$ cat src/rtl/icache_refill_if.sv
// Refill controller bus: the ICache request/response signals and the byte-wide RAM port.
// The master side is the ICache/RAM, the slave side is icache_refill.
// BLOCK_WIDTH must match the value given to the icache_refill instance.
interface icache_refill_if #(
  parameter int BLOCK_WIDTH = 2
) ();
  logic                            query_en;
  logic [29-BLOCK_WIDTH:0]         query_addr;
  logic                            busy;
  logic                            data_en;
  logic [(32<<BLOCK_WIDTH)-1:0]    data;
  logic [7:0]                      mem_din;
  logic [7:0]                      mem_dout;
  logic [31:0]                     mem_a;
  logic                            mem_wr;

  modport master (
    output query_en, query_addr, mem_din,
    input  busy, data_en, data, mem_dout, mem_a, mem_wr
  );

  modport slave (
    input  query_en, query_addr, mem_din,
    output busy, data_en, data, mem_dout, mem_a, mem_wr
  );
endinterface

$ cat src/rtl/icache_refill.sv
// ICache block refill: fetches one cache block byte-by-byte from a RAM with
// one cycle of read latency and assembles it little-endian.
// Optional feature macro: ICACHE_REFILL_QUEUE_EN adds a single pending-request
// slot so a query arriving during a refill is served right after it.
//
// state | meaning
// IDLE  | no refill; mem_a = 0; accepts a query (or the pending one)
// READ  | issuing addresses and capturing bytes; busy = 1
//
// While rdy_in is low the RAM port presents the oldest uncaptured byte, so its
// data is already valid on the first cycle rdy_in is back high.
module icache_refill #(
  parameter int BLOCK_WIDTH = 2,
  parameter int BLOCK_SIZE  = 1 << BLOCK_WIDTH,
  parameter int BYTE_CNT    = BLOCK_SIZE * 4
) (
  input  logic            clk_in,
  input  logic            rst_in,
  input  logic            rdy_in,
  icache_refill_if.slave  bus
);

  localparam int IDX_W = BLOCK_WIDTH + 2;
  localparam int CNT_W = IDX_W + 1;

  typedef enum logic {IDLE = 1'b0, READ = 1'b1} state_t;

  state_t                  state_q, state_d;
  logic [29-BLOCK_WIDTH:0] addr_q, addr_d;
  logic [CNT_W-1:0]        iss_q, iss_d;
  logic [CNT_W-1:0]        rcv_q, rcv_d;
  logic                    rd_vld_q, rd_vld_d;
  logic [BYTE_CNT*8-1:0]   data_q, data_d;
  logic                    data_en_q, data_en_d;
  logic [IDX_W-1:0]        iss_idx;
`ifdef ICACHE_REFILL_QUEUE_EN
  logic                    pend_q, pend_d;
  logic [29-BLOCK_WIDTH:0] pend_addr_q, pend_addr_d;
`endif

  // State, counters, captured block and pending slot; reset wins over rdy_in
  always_ff @(posedge clk_in) begin
    if (rst_in) begin
      state_q     <= IDLE;
      addr_q      <= '0;
      iss_q       <= '0;
      rcv_q       <= '0;
      rd_vld_q    <= 1'b0;
      data_q      <= '0;
      data_en_q   <= 1'b0;
`ifdef ICACHE_REFILL_QUEUE_EN
      pend_q      <= 1'b0;
      pend_addr_q <= '0;
`endif
    end else begin
      state_q     <= state_d;
      addr_q      <= addr_d;
      iss_q       <= iss_d;
      rcv_q       <= rcv_d;
      rd_vld_q    <= rd_vld_d;
      data_q      <= data_d;
      data_en_q   <= data_en_d;
`ifdef ICACHE_REFILL_QUEUE_EN
      pend_q      <= pend_d;
      pend_addr_q <= pend_addr_d;
`endif
    end
  end

  // Next-state: accept, issue/capture bytes, realign issue pointer while paused
  always_comb begin
    state_d   = state_q;
    addr_d    = addr_q;
    iss_d     = iss_q;
    rcv_d     = rcv_q;
    rd_vld_d  = rd_vld_q;
    data_d    = data_q;
    data_en_d = 1'b0;
`ifdef ICACHE_REFILL_QUEUE_EN
    pend_d      = pend_q;
    pend_addr_d = pend_addr_q;
`endif
    if (rdy_in) begin
      case (state_q)
        IDLE: begin
          iss_d    = '0;
          rcv_d    = '0;
          rd_vld_d = 1'b0;
`ifdef ICACHE_REFILL_QUEUE_EN
          if (pend_q) begin
            state_d     = READ;
            addr_d      = pend_addr_q;
            pend_d      = bus.query_en;
            pend_addr_d = bus.query_addr;
          end else
`endif
          if (bus.query_en) begin
            state_d = READ;
            addr_d  = bus.query_addr;
          end
        end
        READ: begin
`ifdef ICACHE_REFILL_QUEUE_EN
          if (bus.query_en && !pend_q) begin
            pend_d      = 1'b1;
            pend_addr_d = bus.query_addr;
          end
`endif
          if (iss_q != CNT_W'(BYTE_CNT)) iss_d = iss_q + 1'b1;
          rd_vld_d = 1'b1;
          if (rd_vld_q) begin
            for (int i = 0; i < BYTE_CNT; i++) begin
              if (rcv_q[IDX_W-1:0] == IDX_W'(i)) data_d[i*8 +: 8] = bus.mem_din;
            end
            rcv_d = rcv_q + 1'b1;
            if (rcv_q == CNT_W'(BYTE_CNT-1)) begin
              state_d   = IDLE;
              data_en_d = 1'b1;
            end
          end
        end
        default: state_d = IDLE;
      endcase
    end else if (state_q == READ) begin
      // The oldest uncaptured byte is on the bus now, so it counts as issued
      iss_d    = rcv_q + 1'b1;
      rd_vld_d = 1'b1;
    end
  end

  // Byte index on the RAM port: hold the last address at the end, oldest uncaptured while paused
  always_comb begin
    if (!rdy_in)                          iss_idx = rcv_q[IDX_W-1:0];
    else if (iss_q == CNT_W'(BYTE_CNT))   iss_idx = IDX_W'(BYTE_CNT-1);
    else                                  iss_idx = iss_q[IDX_W-1:0];
  end

  assign bus.mem_a    = (state_q == READ) ? {addr_q, iss_idx} : 32'd0;
  assign bus.busy     = (state_q == READ);
  assign bus.data_en  = data_en_q;
  assign bus.data     = data_q;
  assign bus.mem_dout = 8'd0;
  assign bus.mem_wr   = 1'b0;

endmodule

$ cat src/flat_wrapper.sv
// flat-port wrapper written by rule: the top's interface ports become plain ports
module icache_refill_flat 
#(
  parameter int BLOCK_WIDTH = 2,
  parameter int BLOCK_SIZE  = 1 << BLOCK_WIDTH,
  parameter int BYTE_CNT    = BLOCK_SIZE * 4
)
  (clk_in, rst_in, rdy_in, bus_query_en, bus_query_addr, bus_mem_din, bus_busy, bus_data_en, bus_data, bus_mem_dout, bus_mem_a, bus_mem_wr);
  icache_refill_if #(.BLOCK_WIDTH(BLOCK_WIDTH)) bus_i ();
  input  logic clk_in;
  input  logic rst_in;
  input  logic rdy_in;
  input wire logic [$bits(bus_i.query_en)-1:0] bus_query_en;
  input wire logic [$bits(bus_i.query_addr)-1:0] bus_query_addr;
  input wire logic [$bits(bus_i.mem_din)-1:0] bus_mem_din;
  output wire logic [$bits(bus_i.busy)-1:0] bus_busy;
  output wire logic [$bits(bus_i.data_en)-1:0] bus_data_en;
  output wire logic [$bits(bus_i.data)-1:0] bus_data;
  output wire logic [$bits(bus_i.mem_dout)-1:0] bus_mem_dout;
  output wire logic [$bits(bus_i.mem_a)-1:0] bus_mem_a;
  output wire logic [$bits(bus_i.mem_wr)-1:0] bus_mem_wr;
  assign bus_i.query_en = bus_query_en;
  assign bus_i.query_addr = bus_query_addr;
  assign bus_i.mem_din = bus_mem_din;
  assign bus_busy = bus_i.busy;
  assign bus_data_en = bus_i.data_en;
  assign bus_data = bus_i.data;
  assign bus_mem_dout = bus_i.mem_dout;
  assign bus_mem_a = bus_i.mem_a;
  assign bus_mem_wr = bus_i.mem_wr;
  icache_refill #(.BLOCK_WIDTH(BLOCK_WIDTH), .BLOCK_SIZE(BLOCK_SIZE), .BYTE_CNT(BYTE_CNT)) u_core (.clk_in(clk_in), .rst_in(rst_in), .rdy_in(rdy_in), .bus(bus_i));
endmodule
$ cat config.mk
export PLATFORM = sky130hd
export DESIGN_NAME = icache_refill_flat
export DESIGN_NICKNAME = d
export VERILOG_FILES = /design/src/rtl/icache_refill_if.sv /design/src/rtl/icache_refill.sv /design/src/flat_wrapper.sv
export SDC_FILE = /design/constraint.sdc
export NUM_CORES = 1
export LEC_CHECK = 0
export BUFFER_PORTS_ARGS = -buffer_cell sky130_fd_sc_hd__buf_4
export CAP_MARGIN = 15
export CORE_ASPECT_RATIO = 1.75
export CORE_MARGIN = 1
export CORE_UTILIZATION = 55
export CTS_CLUSTER_DIAMETER = 30
export DETAILED_ROUTE_END_ITERATION = 10
export GPL_ROUTABILITY_DRIVEN = 0
export PLACE_DENSITY_LB_ADDON = 0.25
export SLEW_MARGIN = 25
export SYNTH_ARGS = -nofsm -noshare
export SYNTH_HDL_FRONTEND = slang
export SYNTH_SLANG_ARGS = --single-unit
$ cat constraint.sdc
create_clock -name clk_in -period 4 [get_ports clk_in]
set_input_delay 0.4 -clock clk_in [delete_from_list [all_inputs] [get_ports clk_in]]
set_output_delay 0.4 -clock clk_in [all_outputs]
set_load 0.05 [all_outputs]
## After elaboration in Yosys (flattened, before gate mapping)

Cells that the tools add are included.

- $add $sub $neg: 2
- Equal/unequal tests: 20
- Muxes and demuxes: 17
- Bitwise logic cells: 3
- Reduce and logical (&&, ||, !) cells: 22

Operator list:

| cell | number |
|---|---|
| 4-bit AND reduction | 16 |
| 4-bit equality test, second input constant | 8 |
| 32-bit 2-to-1 mux | 1 |
| 5-bit 2-to-1 mux | 4 |
| 5-bit one-hot mux with 2 select lines | 2 |
| 4-bit by 3-bit equality test with 1-bit output, second input constant | 4 |
| 5-bit by 1-bit adder with 5-bit output, second input constant | 2 |
| 4-bit by 2-bit equality test with 1-bit output, second input constant | 2 |
| 4-bit 2-to-1 mux | 2 |
| 1-bit 2-to-1 mux | 6 |
| 5-bit by 4-bit equality test with 1-bit output, second input constant | 1 |
| 5-bit equality test, second input constant | 1 |
| 5-bit != test, second input constant | 1 |
| 4-bit by 1-bit equality test with 1-bit output, second input constant | 1 |
| 4-bit logical NOT | 1 |
| 1-bit one-hot mux with 2 select lines | 2 |
| 2-bit AND reduction | 2 |
| 4-bit OR reduction | 1 |
| 3-bit != test, second input constant | 1 |
| 1-bit inverter | 3 |
| 3-bit AND reduction | 1 |
| 2-bit != test, second input constant | 1 |
| 2-bit nonzero test | 1 |

- Bits in registers: 169
- Word-level logic and storage cells: 86

## Logic depth before layout (Yosys ltp)

- Word-level depth: 4
- Mapped depth: 7

## Worst setup path before layout

Ideal clock, no wire load.

- Path kind: reg-to-output
- Start: reg u_core.state_q, in the netlist u_core.bus.busy
- End: out bus_mem_a[1]
- Arrival: 2.089 ns
- Required time: 3.600 ns
- Slack: 1.511 ns
- Cell stages (with the launch flop): 5
- Path buffers: 2
- Cell sequence: dfxtp_1 > buf_2 > clkbuf_1 > o21ai_0 > a21oi_1

- Word-level cells in the longest chain between the ends: 1

RTL lines:

| item | line | source |
|---|---|---|
| start: declaration | icache_refill.sv:28 | `state_t state_q, state_d;` |
| start signal: assignment | icache_refill.sv:56 | `state_q <= state_d;` |
| 32-bit 2-to-1 mux | icache_refill.sv:138 | `assign bus.mem_a = (state_q == READ) ? {addr_q, iss_idx} : 32'd0;` |
| end: declaration | flat_wrapper.sv:20 | `output wire logic [$bits(bus_i.mem_a)-1:0] bus_mem_a;` |

Every way passes these cells.

## Worst setup path in the final report

- Start: reg u_core.iss_q[0]
- End: out bus_mem_a[3]

- Word-level cells in the longest chain between the ends: 4

RTL lines:

| item | line | source |
|---|---|---|
| start: declaration | icache_refill.sv:30 | `logic [CNT_W-1:0] iss_q, iss_d;` |
| start signal: assignment | icache_refill.sv:58 | `iss_q <= iss_d;` |
| 5-bit equality test | icache_refill.sv:134 | `else if (iss_q == CNT_W'(BYTE_CNT)) iss_idx = IDX_W'(BYTE_CNT-1);` |
| 4-bit 2-to-1 mux | icache_refill.sv:134 |  |
| 4-bit 2-to-1 mux | icache_refill.sv:133 | `if (!rdy_in) iss_idx = rcv_q[IDX_W-1:0];` |
| 32-bit 2-to-1 mux | icache_refill.sv:138 |  |

Every way passes these cells.

==> results.py <==
metrics = {
    "floorplan": {
        "rows": 53,
        "core_area_sq_um": 12070,
        "die_x_um": 86.45,
        "fp.dieH_um": 149.8,
        "ioPinCount": 211,
        "die-area_sq_um": 12950,
        "start_util_pct": 56.87,
    },
    "power": {
        "p_sw_share_pct": 24.59,
        "peakVddDrop_v": 0.0002936,
        "p_switching_uw": 835.0,
        "p_int_uw": 2561,
        "p_comb_share_pct": 6.2,
        "p_leak_uw": 0.004612,
        "p_seq_share_pct": 50.4,
        "powerDensity_nw_per_um2": 384.3,
        "p_clk_share_pct": 43.4,
        "finalPower_uw": 3396,
    },
    "global_routing": {
        "grt_pass1_vias": 5169,
        "grt_antenna_before_repair": 0,
        "grt-ovfl-total": 0,
        "grt_max_degree": 98,
        "grt_first_pass_wirelength_um": 25990,
        "gr-usage-all-layers_pct": 26.05,
    },
    "detailed_routing": {
        "drt_iter0_drc": 260,
        "dr.pass1.iters": 5,
        "viasPerCell": 5.176,
        "detail-route-antenna-nets": 0,
        "post-route-drc-count": 0,
        "routed_wl_um": 16800,
        "dr_total_vias": 5435,
        "avgRoutedWirePerCell_um": 16.00,
    },
    "synthesis": {
        "syn_inst": 697,
        "postSynthAreaPerCell_sq_um": 9.848,
        "syn-cell-area_sq_um": 6864,
        "synth_top_family_by_area": "simple AND/OR/NAND/NOR gates",
        "yosysWarnings": 0,
        "synth_compound_area_share_pct": 4.411,
        "synth-seq-area-share_pct": 49.29,
        "synthSimpleGateAreaFrac_pct": 20.09,
        "synth_mux_area_share_pct": 19.12,
        "synth_fa_ha_area_share_pct": 1.276,
        "ys_types": 42,
        "synth_xor_area_share_pct": 0.7656,
        "synth_seq_cells": 169,
    },
    "critical_path": {
        "cp_max_fo": 6,
        "criticalPathCategory": "reg2out",
        "worst_r2r_path_depth": 5,
        "crit_chain": "inv_1, ha_1, and4bb_4, o21ai_1, a21boi_1, buf_4",
        "worst_path_dominant_cell_family": "flip-flops",
        "r2r-start": "u_core.bus.busy$_SDFFE_PP0P_",
        "endpoint_kind": "primary output",
        "required_ns": 3.60,
        "crit_slowest_cell": "dfxtp_1",
        "worstPathArrival_ns": 1.80,
        "crit_path_start_kind": "flop",
        "r2r_end": "u_core.bus.data[57]$_SDFFE_PP0P_",
        "cpPeakStageDelay_ns": 0.37,
        "r2r_slack_ns": 1.82,
        "worst-path-buf-inv": 2,
    },
    "timing": {
        "setup_slack_ns": 1.799,
        "rsz0062_at_grt": "false",
        "hold_violations": 0,
        "max_freq_ghz": 0.4544,
        "setup_viol": 0,
        "final_max_slew_viol_count": 0,
        "skew_ns": 0.008490,
        "tightestPinTransition_ns": 0.9704,
        "slew_headroom_pct": 35.31,
        "setup_tns_ns": 0,
        "fin_crit_ns": 2.201,
        "final.period_utilization_pct": 55.02,
    },
    "cts": {
        "ctsHoldBuffers": 0,
        "clk_path_buf_depth": 2,
        "post_cts_buffers": 0,
        "cts.reportedPaths.clkPinSlew_ns": 0.06,
        "cts_tree": "built",
        "clock_latency_ns": 0.42,
        "cts-root-buf": "clkbuf_16",
        "clkSinkCount": 169,
        "cts_resized": 0,
        "h-tree-depth": 4,
        "cts_made_buffers": 17,
    },
    "finish": {
        "regArea_sq_um": 3383,
        "final_cell_area_sq_um": 8837,
        "final_nets": 920,
        "fillers": 896,
        "area_growth_pct": 28.75,
        "drive_gt1_share_pct": 29.15,
        "multi_input_area_sq_um": 3168,
        "layout_commonest_cell": "buf_4",
        "antenna_cells": 0,
        "layout_common_cells": "204 x buf_4, 169 x dfxtp_1, 141 x nor2_1",
    },
    "hold_path": {
        "whs_endpoint": "u_core.addr_q[25]$_SDFFE_PP0P_",
        "min_path_cells": 3,
        "worstHoldStart": "bus_query_addr[25]",
        "hold_class": "in2reg",
    },
    "run": {
        "cap_viol_max_count": 0,
    },
    "place": {
        "io_buffers": 201,
        "dpl_worst_slack_ns": 1.814,
        "post-dp-hpwl_um": 11850,
        "place_area_sq_um": 8312,
    },
    "outcome": {
        "status": "finished, final reports clean",
    },
}
-- worst max path at each step --
stage                            startpoint                                to  slack, ns  cells past startpoint
6_report       u_core.iss_q[0]$_SDFFE_PP0P_                      bus_mem_a[3]       1.80                      6
5_1_grt        u_core.bus.busy$_SDFFE_PP0P_  u_core.bus.data[52]$_SDFFE_PP0P_       1.67                      5
4_1_cts        u_core.iss_q[0]$_SDFFE_PP0P_                      bus_mem_a[3]       1.77                      6
3_5_place_dp   u_core.bus.busy$_SDFFE_PP0P_  u_core.bus.data[57]$_SDFFE_PP0P_       1.81                      5
3_3_place_gp   u_core.bus.busy$_SDFFE_PP0P_  u_core.bus.data[29]$_SDFFE_PP0P_       1.89                      5
2_1_floorplan  u_core.bus.busy$_SDFFE_PP0P_                      bus_mem_a[1]       1.51                      4
-- registers in the layout, summed over array words and instances, names as in the netlist --
register and cells:
u_core.bus.data_en 1, u_core.bus.busy 1, u_core.rd_vld_q 1, u_core.bus.data 128, u_core.addr_q 28, u_core.rcv_q 5
u_core.iss_q 5
-- kinds of logic after synthesis --
logic type / after synthesis
flip-flops: 169
other: 1
adder cells (fa/ha/maj): 7
buffers and inverters: 61
multiplexers: 131
AO/OA/AOI/OAI: 52
AND/OR/NAND/NOR: 270
XOR/XNOR: 6
-- area by class of cell --
cell class	instances	area share (%)
multi-input cells	475	35.85
clock inverters	12	1.048
inverters	6	0.2548
well taps	165	2.336
repair buffers	204	17.33
clock buffers	19	4.899
flip-flops and latches	169	38.28
-- tightest hold or removal path, stage by stage --
cell	delay, ns
buf_4	0.11
nand2_1	0.04
a21oi_1	0.05
-- power by group through the flow --
stage                     clock network (uW)  logic [uW]  registers [uW]
after floorplan                            0         150            1750
after global placement                     0         207            1750
after detailed placement                   0         210            1750
after CTS                               1490         211            1710
after global routing                    1560         228            1710
final                                   1470         211            1710
-- layer usage --
metal | global-route usage, % | routed length, um
met1 | 28.08 | 6360
met2 | 47.46 | 8920
met3 | 7.391 | 1090
met4 | 9.750 | 423
met5 | 0 | 0
-- cell usage after synthesis, drive strengths merged --
library cell,number,area share (%)
and3b,1,0.13
buf,33,3.5
a21oi,35,2.7
dfxtp,169,49
o22ai,2,0.18
and3,2,0.26
a31oi,1,0.091
and4bb,1,0.24
or3,1,0.091
nand4,1,0.091
clkbuf,22,1.2
nor2b,1,0.20
or2,1,0.091
nand2,64,3.5
mux2,1,0.16
inv,6,0.33
xnor2,5,0.64
nor3b,1,0.11
a22oi,5,0.55
o221a,1,0.16
nor3,3,0.22
ha,7,1.3
a311oi,1,0.13
nand3,22,4.5
xor2,1,0.13
and2,30,2.8
o21ai,5,0.36
nor2,142,7.9
mux2i,130,19
conb,1,0.055
a211oi,1,0.11
a21boi,1,0.11
-- stage by stage --
step,utilization (%),hold WS [ns],instances
4_1_cts,73.22,0.2207,1050
6_report,73.22,0.2340,1050
3_5_place_dp,68.87,0.4421,1019
5_1_grt,73.22,0.2265,1050
2_1_floorplan,-,0.4317,705
3_3_place_gp,68.87,0.4378,1019
(Power assumes the default switching activity.)
